**src/rtl/tl_pkg.sv**
```systemverilog
// Shared TileLink-UL definitions for the line master.
// Contents: A/D channel opcodes, beat width and the master FSM state encoding.
package tl_pkg;

    localparam int unsigned BEAT_W = 128;

    // Channel A opcodes
    localparam logic [2:0] A_PUT_FULL = 3'd0;
    localparam logic [2:0] A_GET      = 3'd4;

    // Channel D opcodes
    localparam logic [2:0] D_ACK      = 3'd0;
    localparam logic [2:0] D_ACK_DATA = 3'd1;

    // Master FSM states
    typedef logic [2:0] state_t;
    localparam state_t StIdle    = 3'd0;
    localparam state_t StPut     = 3'd1;
    localparam state_t StPutAck  = 3'd2;
    localparam state_t StGet     = 3'd3;
    localparam state_t StGetData = 3'd4;
    localparam state_t StRsp     = 3'd5;

endpackage

```
**src/rtl/tl_line_mst.sv**
```systemverilog
// TileLink-UL line master: moves one cache line between a local requester and
// a TileLink slave. Writes are a PutFullData burst answered by one AccessAck;
// reads are a single Get whose AccessAckData beats fill the line buffer.
//
// Ports:
//   clk, rst                 clock, synchronous active-high reset
//   req_valid/req_ready      request handshake (req_wr, req_addr, req_wdata)
//   rsp_valid/rsp_ready      completion handshake (rsp_rdata, rsp_err)
//   tlmst_a_*                TileLink channel A (master -> slave)
//   tlmst_d_*                TileLink channel D (slave -> master)
// All outputs decode from registered state, counter and buffer only.
module tl_line_mst
    import tl_pkg::*;
#(
    parameter int unsigned LINE_BEATS = 4,
    parameter logic [2:0]  SRC_ID     = 3'd0
) (
    input  logic                         clk,
    input  logic                         rst,

    input  logic                         req_valid,
    output logic                         req_ready,
    input  logic                         req_wr,
    input  logic [31:0]                  req_addr,
    input  logic [BEAT_W*LINE_BEATS-1:0] req_wdata,

    output logic                         rsp_valid,
    input  logic                         rsp_ready,
    output logic [BEAT_W*LINE_BEATS-1:0] rsp_rdata,
    output logic                         rsp_err,

    output logic [2:0]                   tlmst_a_opcode,
    output logic [2:0]                   tlmst_a_param,
    output logic [7:0]                   tlmst_a_size,
    output logic [2:0]                   tlmst_a_source,
    output logic [31:0]                  tlmst_a_address,
    output logic [15:0]                  tlmst_a_mask,
    output logic [BEAT_W-1:0]            tlmst_a_data,
    output logic                         tlmst_a_corrupt,
    output logic                         tlmst_a_valid,
    input  logic                         tlmst_a_ready,

    input  logic [2:0]                   tlmst_d_opcode,
    input  logic [1:0]                   tlmst_d_param,
    input  logic [7:0]                   tlmst_d_size,
    input  logic [2:0]                   tlmst_d_source,
    input  logic [2:0]                   tlmst_d_sink,
    input  logic                         tlmst_d_denied,
    input  logic [BEAT_W-1:0]            tlmst_d_data,
    input  logic                         tlmst_d_corrupt,
    input  logic                         tlmst_d_valid,
    output logic                         tlmst_d_ready
);

    localparam int unsigned CNT_W = $clog2(LINE_BEATS) + 1;
    localparam int unsigned IDX_W = (LINE_BEATS > 1) ? $clog2(LINE_BEATS) : 1;
    localparam int unsigned OFF_W = $clog2(16 * LINE_BEATS);
    localparam logic [CNT_W-1:0] LAST_BEAT = CNT_W'(LINE_BEATS - 1);

    state_t             state_q, state_d;
    logic [CNT_W-1:0]   cnt_q, cnt_d;
    logic               err_q, err_d;
    logic [31:0]        addr_q, addr_d;
    logic [BEAT_W-1:0]  buf_q [LINE_BEATS];
    logic [BEAT_W-1:0]  buf_d [LINE_BEATS];
    logic [IDX_W-1:0]   idx;

    assign idx = cnt_q[IDX_W-1:0];

    // Fields the master never looks at.
    logic unused_in;
    assign unused_in = ^{tlmst_d_param, tlmst_d_size, tlmst_d_source, tlmst_d_sink,
                         req_addr[OFF_W-1:0]};

    always_comb begin
        state_d = state_q;
        cnt_d   = cnt_q;
        err_d   = err_q;
        addr_d  = addr_q;
        buf_d   = buf_q;

        case (state_q)
            StIdle: begin
                if (req_valid) begin
                    addr_d = {req_addr[31:OFF_W], {OFF_W{1'b0}}};
                    for (int i = 0; i < LINE_BEATS; i++) begin
                        buf_d[i] = req_wdata[BEAT_W*i +: BEAT_W];
                    end
                    cnt_d   = '0;
                    err_d   = 1'b0;
                    state_d = req_wr ? StPut : StGet;
                end
            end
            StPut: begin
                if (tlmst_a_ready) begin
                    if (cnt_q == LAST_BEAT) begin
                        cnt_d   = '0;
                        state_d = StPutAck;
                    end else begin
                        cnt_d = cnt_q + 1'b1;
                    end
                end
            end
            StPutAck: begin
                if (tlmst_d_valid) begin
                    if (tlmst_d_opcode == D_ACK) begin
                        err_d   = err_q | tlmst_d_denied | tlmst_d_corrupt;
                        state_d = StRsp;
                    end else begin
                        // Stray beat: swallow it but flag the transaction.
                        err_d = 1'b1;
                    end
                end
            end
            StGet: begin
                if (tlmst_a_ready) begin
                    state_d = StGetData;
                end
            end
            StGetData: begin
                if (tlmst_d_valid) begin
                    if (tlmst_d_opcode == D_ACK_DATA) begin
                        buf_d[idx] = tlmst_d_data;
                        err_d      = err_q | tlmst_d_denied | tlmst_d_corrupt;
                        if (cnt_q == LAST_BEAT) begin
                            cnt_d   = '0;
                            state_d = StRsp;
                        end else begin
                            cnt_d = cnt_q + 1'b1;
                        end
                    end else begin
                        err_d = 1'b1;
                    end
                end
            end
            StRsp: begin
                if (rsp_ready) begin
                    state_d = StIdle;
                end
            end
            default: state_d = StIdle;
        endcase
    end

    always_ff @(posedge clk) begin
        if (rst) begin
            state_q <= StIdle;
            cnt_q   <= '0;
            err_q   <= 1'b0;
            addr_q  <= '0;
            for (int i = 0; i < LINE_BEATS; i++) begin
                buf_q[i] <= '0;
            end
        end else begin
            state_q <= state_d;
            cnt_q   <= cnt_d;
            err_q   <= err_d;
            addr_q  <= addr_d;
            for (int i = 0; i < LINE_BEATS; i++) begin
                buf_q[i] <= buf_d[i];
            end
        end
    end

    // Channel A
    assign tlmst_a_valid   = (state_q == StPut) || (state_q == StGet);
    assign tlmst_a_opcode  = (state_q == StGet) ? A_GET : A_PUT_FULL;
    assign tlmst_a_param   = 3'd0;
    assign tlmst_a_size    = 8'(OFF_W);
    assign tlmst_a_source  = SRC_ID;
    assign tlmst_a_address = tlmst_a_valid ? addr_q : 32'd0;
    assign tlmst_a_mask    = tlmst_a_valid ? 16'hFFFF : 16'h0000;
    assign tlmst_a_data    = (state_q == StPut) ? buf_q[idx] : '0;
    assign tlmst_a_corrupt = 1'b0;

    // Channel D
    assign tlmst_d_ready = (state_q == StPutAck) || (state_q == StGetData);

    // Requester side
    assign req_ready = (state_q == StIdle);
    assign rsp_valid = (state_q == StRsp);
    assign rsp_err   = err_q;

    for (genvar g = 0; g < LINE_BEATS; g++) begin : g_rdata
        assign rsp_rdata[BEAT_W*g +: BEAT_W] = buf_q[g];
    end

endmodule

```
**config.mk**
```make
export PLATFORM = sky130hd
export DESIGN_NAME = tl_line_mst
export DESIGN_NICKNAME = d
export VERILOG_FILES = /design/src/rtl/tl_pkg.sv /design/src/rtl/tl_line_mst.sv
export SDC_FILE = /design/constraint.sdc
export NUM_CORES = 2
export LEC_CHECK = 0
export CAP_MARGIN = 20
export CELL_PAD_IN_SITES_DETAIL_PLACEMENT = 1
export CELL_PAD_IN_SITES_GLOBAL_PLACEMENT = 1
export CORE_AREA = 2 2 551 553
export DETAILED_ROUTE_END_ITERATION = 8
export DIE_AREA = 0 0 553 555
export HOLD_SLACK_MARGIN = 0.06
export PLACE_DENSITY = 0.46
export SYNTH_ARGS = -nofsm -noshare
export SYNTH_HDL_FRONTEND = slang
export SYNTH_SLANG_ARGS = --single-unit
```
**constraint.sdc**
```tcl
create_clock -name clk -period 3.2 [get_ports clk]
set_input_delay 0.64 -clock clk [delete_from_list [all_inputs] [get_ports clk]]
set_output_delay 0.64 -clock clk [all_outputs]
set_load 0.005 [all_outputs]
```
==> results by group <==
Run status
  – Status: finished, violations left
  – Failing checks: setup timing

Floorplanning
  – Core Area: around 0.3 mm²
  – Starting Density: 0.09477
  – Die height: approximately 560 µm
  – Die area: 0.3069 mm²
  – Ports: 1411
  – Die W: 553 µm
  – Row count: roughly 200

Layout
  – P&R area growth vs syn: 85.06%
  – Area of the multi-input gates: around 0.016 mm²
  – Fin util: 0.1754
  – Non-filler cells, final: between 8000 and 9000
  – Register area: 0.01092 mm²
  – Share of cells above drive strength 1: 0.1683
  – Fill count: between 30000 and 40000
  – Final nets: ~5600

Timing
  – Slew margin rel.: 0.3539
  – Clock Skews: between 0.06 and 0.07 ns
  – Fin. Hold Viols: 0
  – Max-slew violation count: 0
  – Setup TNS: -0.01122 ns
  – Actual slew at the worst max-slew pin: just under 1 ns
  – Setup slack after layout: -0.01028 ns
  – Tmin final: about 3.2 ns
  – Unrepaired setup endpoints after global routing: yes
  – Fmax: ~0.31 GHz
  – Tcrit/Tclk final: 1.003
  – Final setup viols: 2

Synth
  – Synth Flop Type: dfxtp_1
  – Synth warnings: 0
  – Cells after synthesis: 3474
  – Multiplexer share of the synthesized area: 0.1024
  – Post-synth EDFFs: 0
  – Synth Area in Adders: 0.001753
  – Compound-cell area share of the yosys netlist: 0.1701
  – Yosys cell types: 42
  – Netlist Area Pre-Place: 0.02855 mm²
  – Largest family of logic cells by synthesized area: simple AND/OR/NAND/NOR gates
  – Synthesized flop and latch total: approximately 550
  – Sequential share of the synthesized area: 0.3822
  – Avg Inst Size Synth: just over 8 µm²
  – Area share of xor/xnor cells in the synthesized design: 0.0003068
  – Synth Area in Simple Gates: 0.2736
  – FFs w/ async S/R, synth: 0

Routing
  – DRT Pass-1 Iters: 5
  – Total wire length: between 200000 and 300000 µm
  – ANT nets after route: 0
  – DR vias: about 36000
  – Routed vias/inst: ~4.0
  – DRT iter0 DRCs: approximately 2400
  – Average wire per standard cell: roughly 30 µm
  – # DRC: 0

GRT
  – First-pass GRT wire length: between 300000 and 400000 µm
  – Vias in the first global route: ~36000
  – Pin count of the biggest net entering global routing: 89
  – Gr usage total: 0.1687
  – Remaining Overflow, GRT: 0
  – Initial antenna violation count: 71

Critical path
  – Crit path top cell by count: buf_12
  – Crit path DAT: ~2.6 ns
  – Critical path startpoint category: flip-flop
  – Worst path required time: 2.56 ns
  – Worst path cell trace: buf_12, buf_8, buf_16, mux4_2, nor2b_4, buf_12
  – Max FO, Critical Path: 6
  – Crit. End Element: output pin
  – Buf+Inv Stages, Crit Path: 4
  – Critical-path top delay cell: mux4_2
  – Cell family with most CP delay: buffers and inverters
  – Crit-path max cell delay: 0.57 ns
  – Setup CP Type: reg2out

Clocking
  – Max clock buf depth: 4
  – Worst-path clk slew: ~0.050 ns
  – H-tree levels: 3
  – CTS buffer count: 83
  – Clock latency on the worst-skew pair: about 0.8 ns
  – Clk sinks: 545
  – Clk root buf: clkbuf_16
  – TritonCTS clock tree: yes

Place
  – Placed Instances: between 8000 and 9000
  – GP Congestion: ~0.88
  – # port buffers: 1365
  – Dpl ws: -0.2129 ns
  – HPWL after DPL: approximately 210000 µm

Pwr
  – Sequential share of power: 0.277
  – Pwr dens: roughly 900 mW/mm²
  – Combinational Power Share: 0.531
  – Clock share of power: 0.192
  – Final Power: about 49 mW
  – Leakage: around 19 nW
  – Psw: 21.27 mW
  – Sw Share: 0.4366
  – Internal power: 27.44 mW
  – Peak supply drop: about 0.34 mV

Worst hold path
  – Worst Hold Class: in2reg

Job
  – Max_cap viols: 0
[state kept, by name (all words and copies together) (netlist names)]
signal	cells
addr_q	26
cnt_q	3
rsp_err	1
rsp_rdata	512
state_q	3
[what timing repair did]
action / in CTS / in global routing
buffers inserted: 110 / 21
gates cloned: 15 / 1
pin swaps: 2 / 2
setup endpoints to repair: 156 / 93
gates resized for setup: 646 / 74
hold buffers: 0 / 0
[through the flow]
step,hold slack [ns],cell area [µm²]
after floorplan,0.4282,28630
after global placement,0.4332,47870
after detailed placement,0.4385,47870
after CTS,0.3055,52550
after global routing,0.3502,52800
final,0.3800,52830
[synthesized netlist by cell type (all sizes together), types with 4 or more instances]
cell      n  area [µm²]
a21oi    33       165.2
a311oi  512        4484
and2     28       175.2
buf     145       850.8
clkbuf  297        1115
dfxtp   545       10910
ha        4       50.05
inv       5       18.77
mux2i     4       40.04
mux4    128        2883
nand2   569        2136
nand3   512        2562
nor2    516        1937
nor2b   129       807.0
nor4b     4       35.03
[worst reg2reg max path: stages (launching register included)]
cell and delay (ns):
dfxtp_4 0.37, buf_12 0.14, buf_6 0.15, buf_4 0.15, buf_4 0.14, inv_1 0.14
ha_4 0.20, nand4bb_1 0.19, a211oi_4 0.42, buf_12 0.26, buf_4 0.32, nor2_1 0.08
a311oi_1 0.26
[metal layers]
layer	track usage	routed length, µm	share of wire	vias up
met1	0.2045	111200	0.41	18120
met4	0.05074	8795	0.032	30
li1	-	-	-	15470
met3	0.06354	26770	0.099	327
met2	0.2748	123900	0.46	1785
met5	0	207	0.00076	-
[logic make-up after synthesis]
logic type / after synthesis
adder cells (fa/ha/maj): 4
flip-flops: 545
AO/OA/AOI/OAI: 564
buffers and inverters: 447
other: 2
XOR/XNOR: 1
AND/OR/NAND/NOR: 1779
multiplexers: 132
[cells in the final DEF, fill, tap and decap left out, types with 3 or more instances in the layout]
master           netlist  routed
a2111oi_4              3       3
a21oi_1               33      33
a311oi_1             512     512
and2_1                28      26
buf_12                 0      91
buf_16                 0      21
buf_2                 77      67
buf_4                 56     204
buf_6                  0      74
buf_8                  0      14
clkbuf_1             297      22
clkbuf_16              0      84
clkbuf_2               0       7
clkbuf_8               0      22
clkdlybuf4s15_1        0       3
clkdlybuf4s50_1        0    1233
clkinv_2               0       6
conb_1                 2      23
dfxtp_1              545     542
diode_2                0      23
dlygate4sd2_1          0       6
ha_4                   0       4
inv_1                  5       4
mux2i_1                4       4
mux4_2               128     128
nand2_1              569     569
nand3_1              512     512
nand3b_1               3       3
nor2_1               516     515
nor2b_1              129      52
nor2b_2                0       6
nor2b_4                0      71
nor4b_1                4       4
o21ai_0                3       3
o31ai_1                3       3
[final timing paths]
kind                            startpoint          endpoint  slack, ns  depth (start not counted)
worst min register to register    cnt_q[2]          cnt_q[2]       0.45                          1
worst max register to register    cnt_q[1]     rsp_rdata[13]       0.28                         12
worst max-delay path              cnt_q[0]  tlmst_a_data[23]      -0.01                          6
worst min-delay path                   rst        addr_q[20]       0.38                          2
[cell type report]
| class | instances | share of cell area |
|---|---|---|
| timing repair buffer | 1724 | 0.3378 |
| multi-input combinational | 2503 | 0.3098 |
| sequential | 545 | 0.2067 |
| tap | 3978 | 0.09421 |
| clock buffer | 127 | 0.04661 |
| clock inverter | 15 | 0.003387 |
| antenna | 23 | 0.001089 |
| inverter | 5 | 0.0004026 |
[power groups by stage]
stage	combinational (mW)	clock, mW	sequential, mW
after global placement	24.5	0	13.5
after CTS	26.2	9.66	13.5
after global routing	27.8	9.89	13.8
after floorplan	9.26	0	11.8
final	25.9	9.35	13.5
after detailed placement	24.6	0	13.6
No activity file was read; power rests on OpenSTA's default activity.
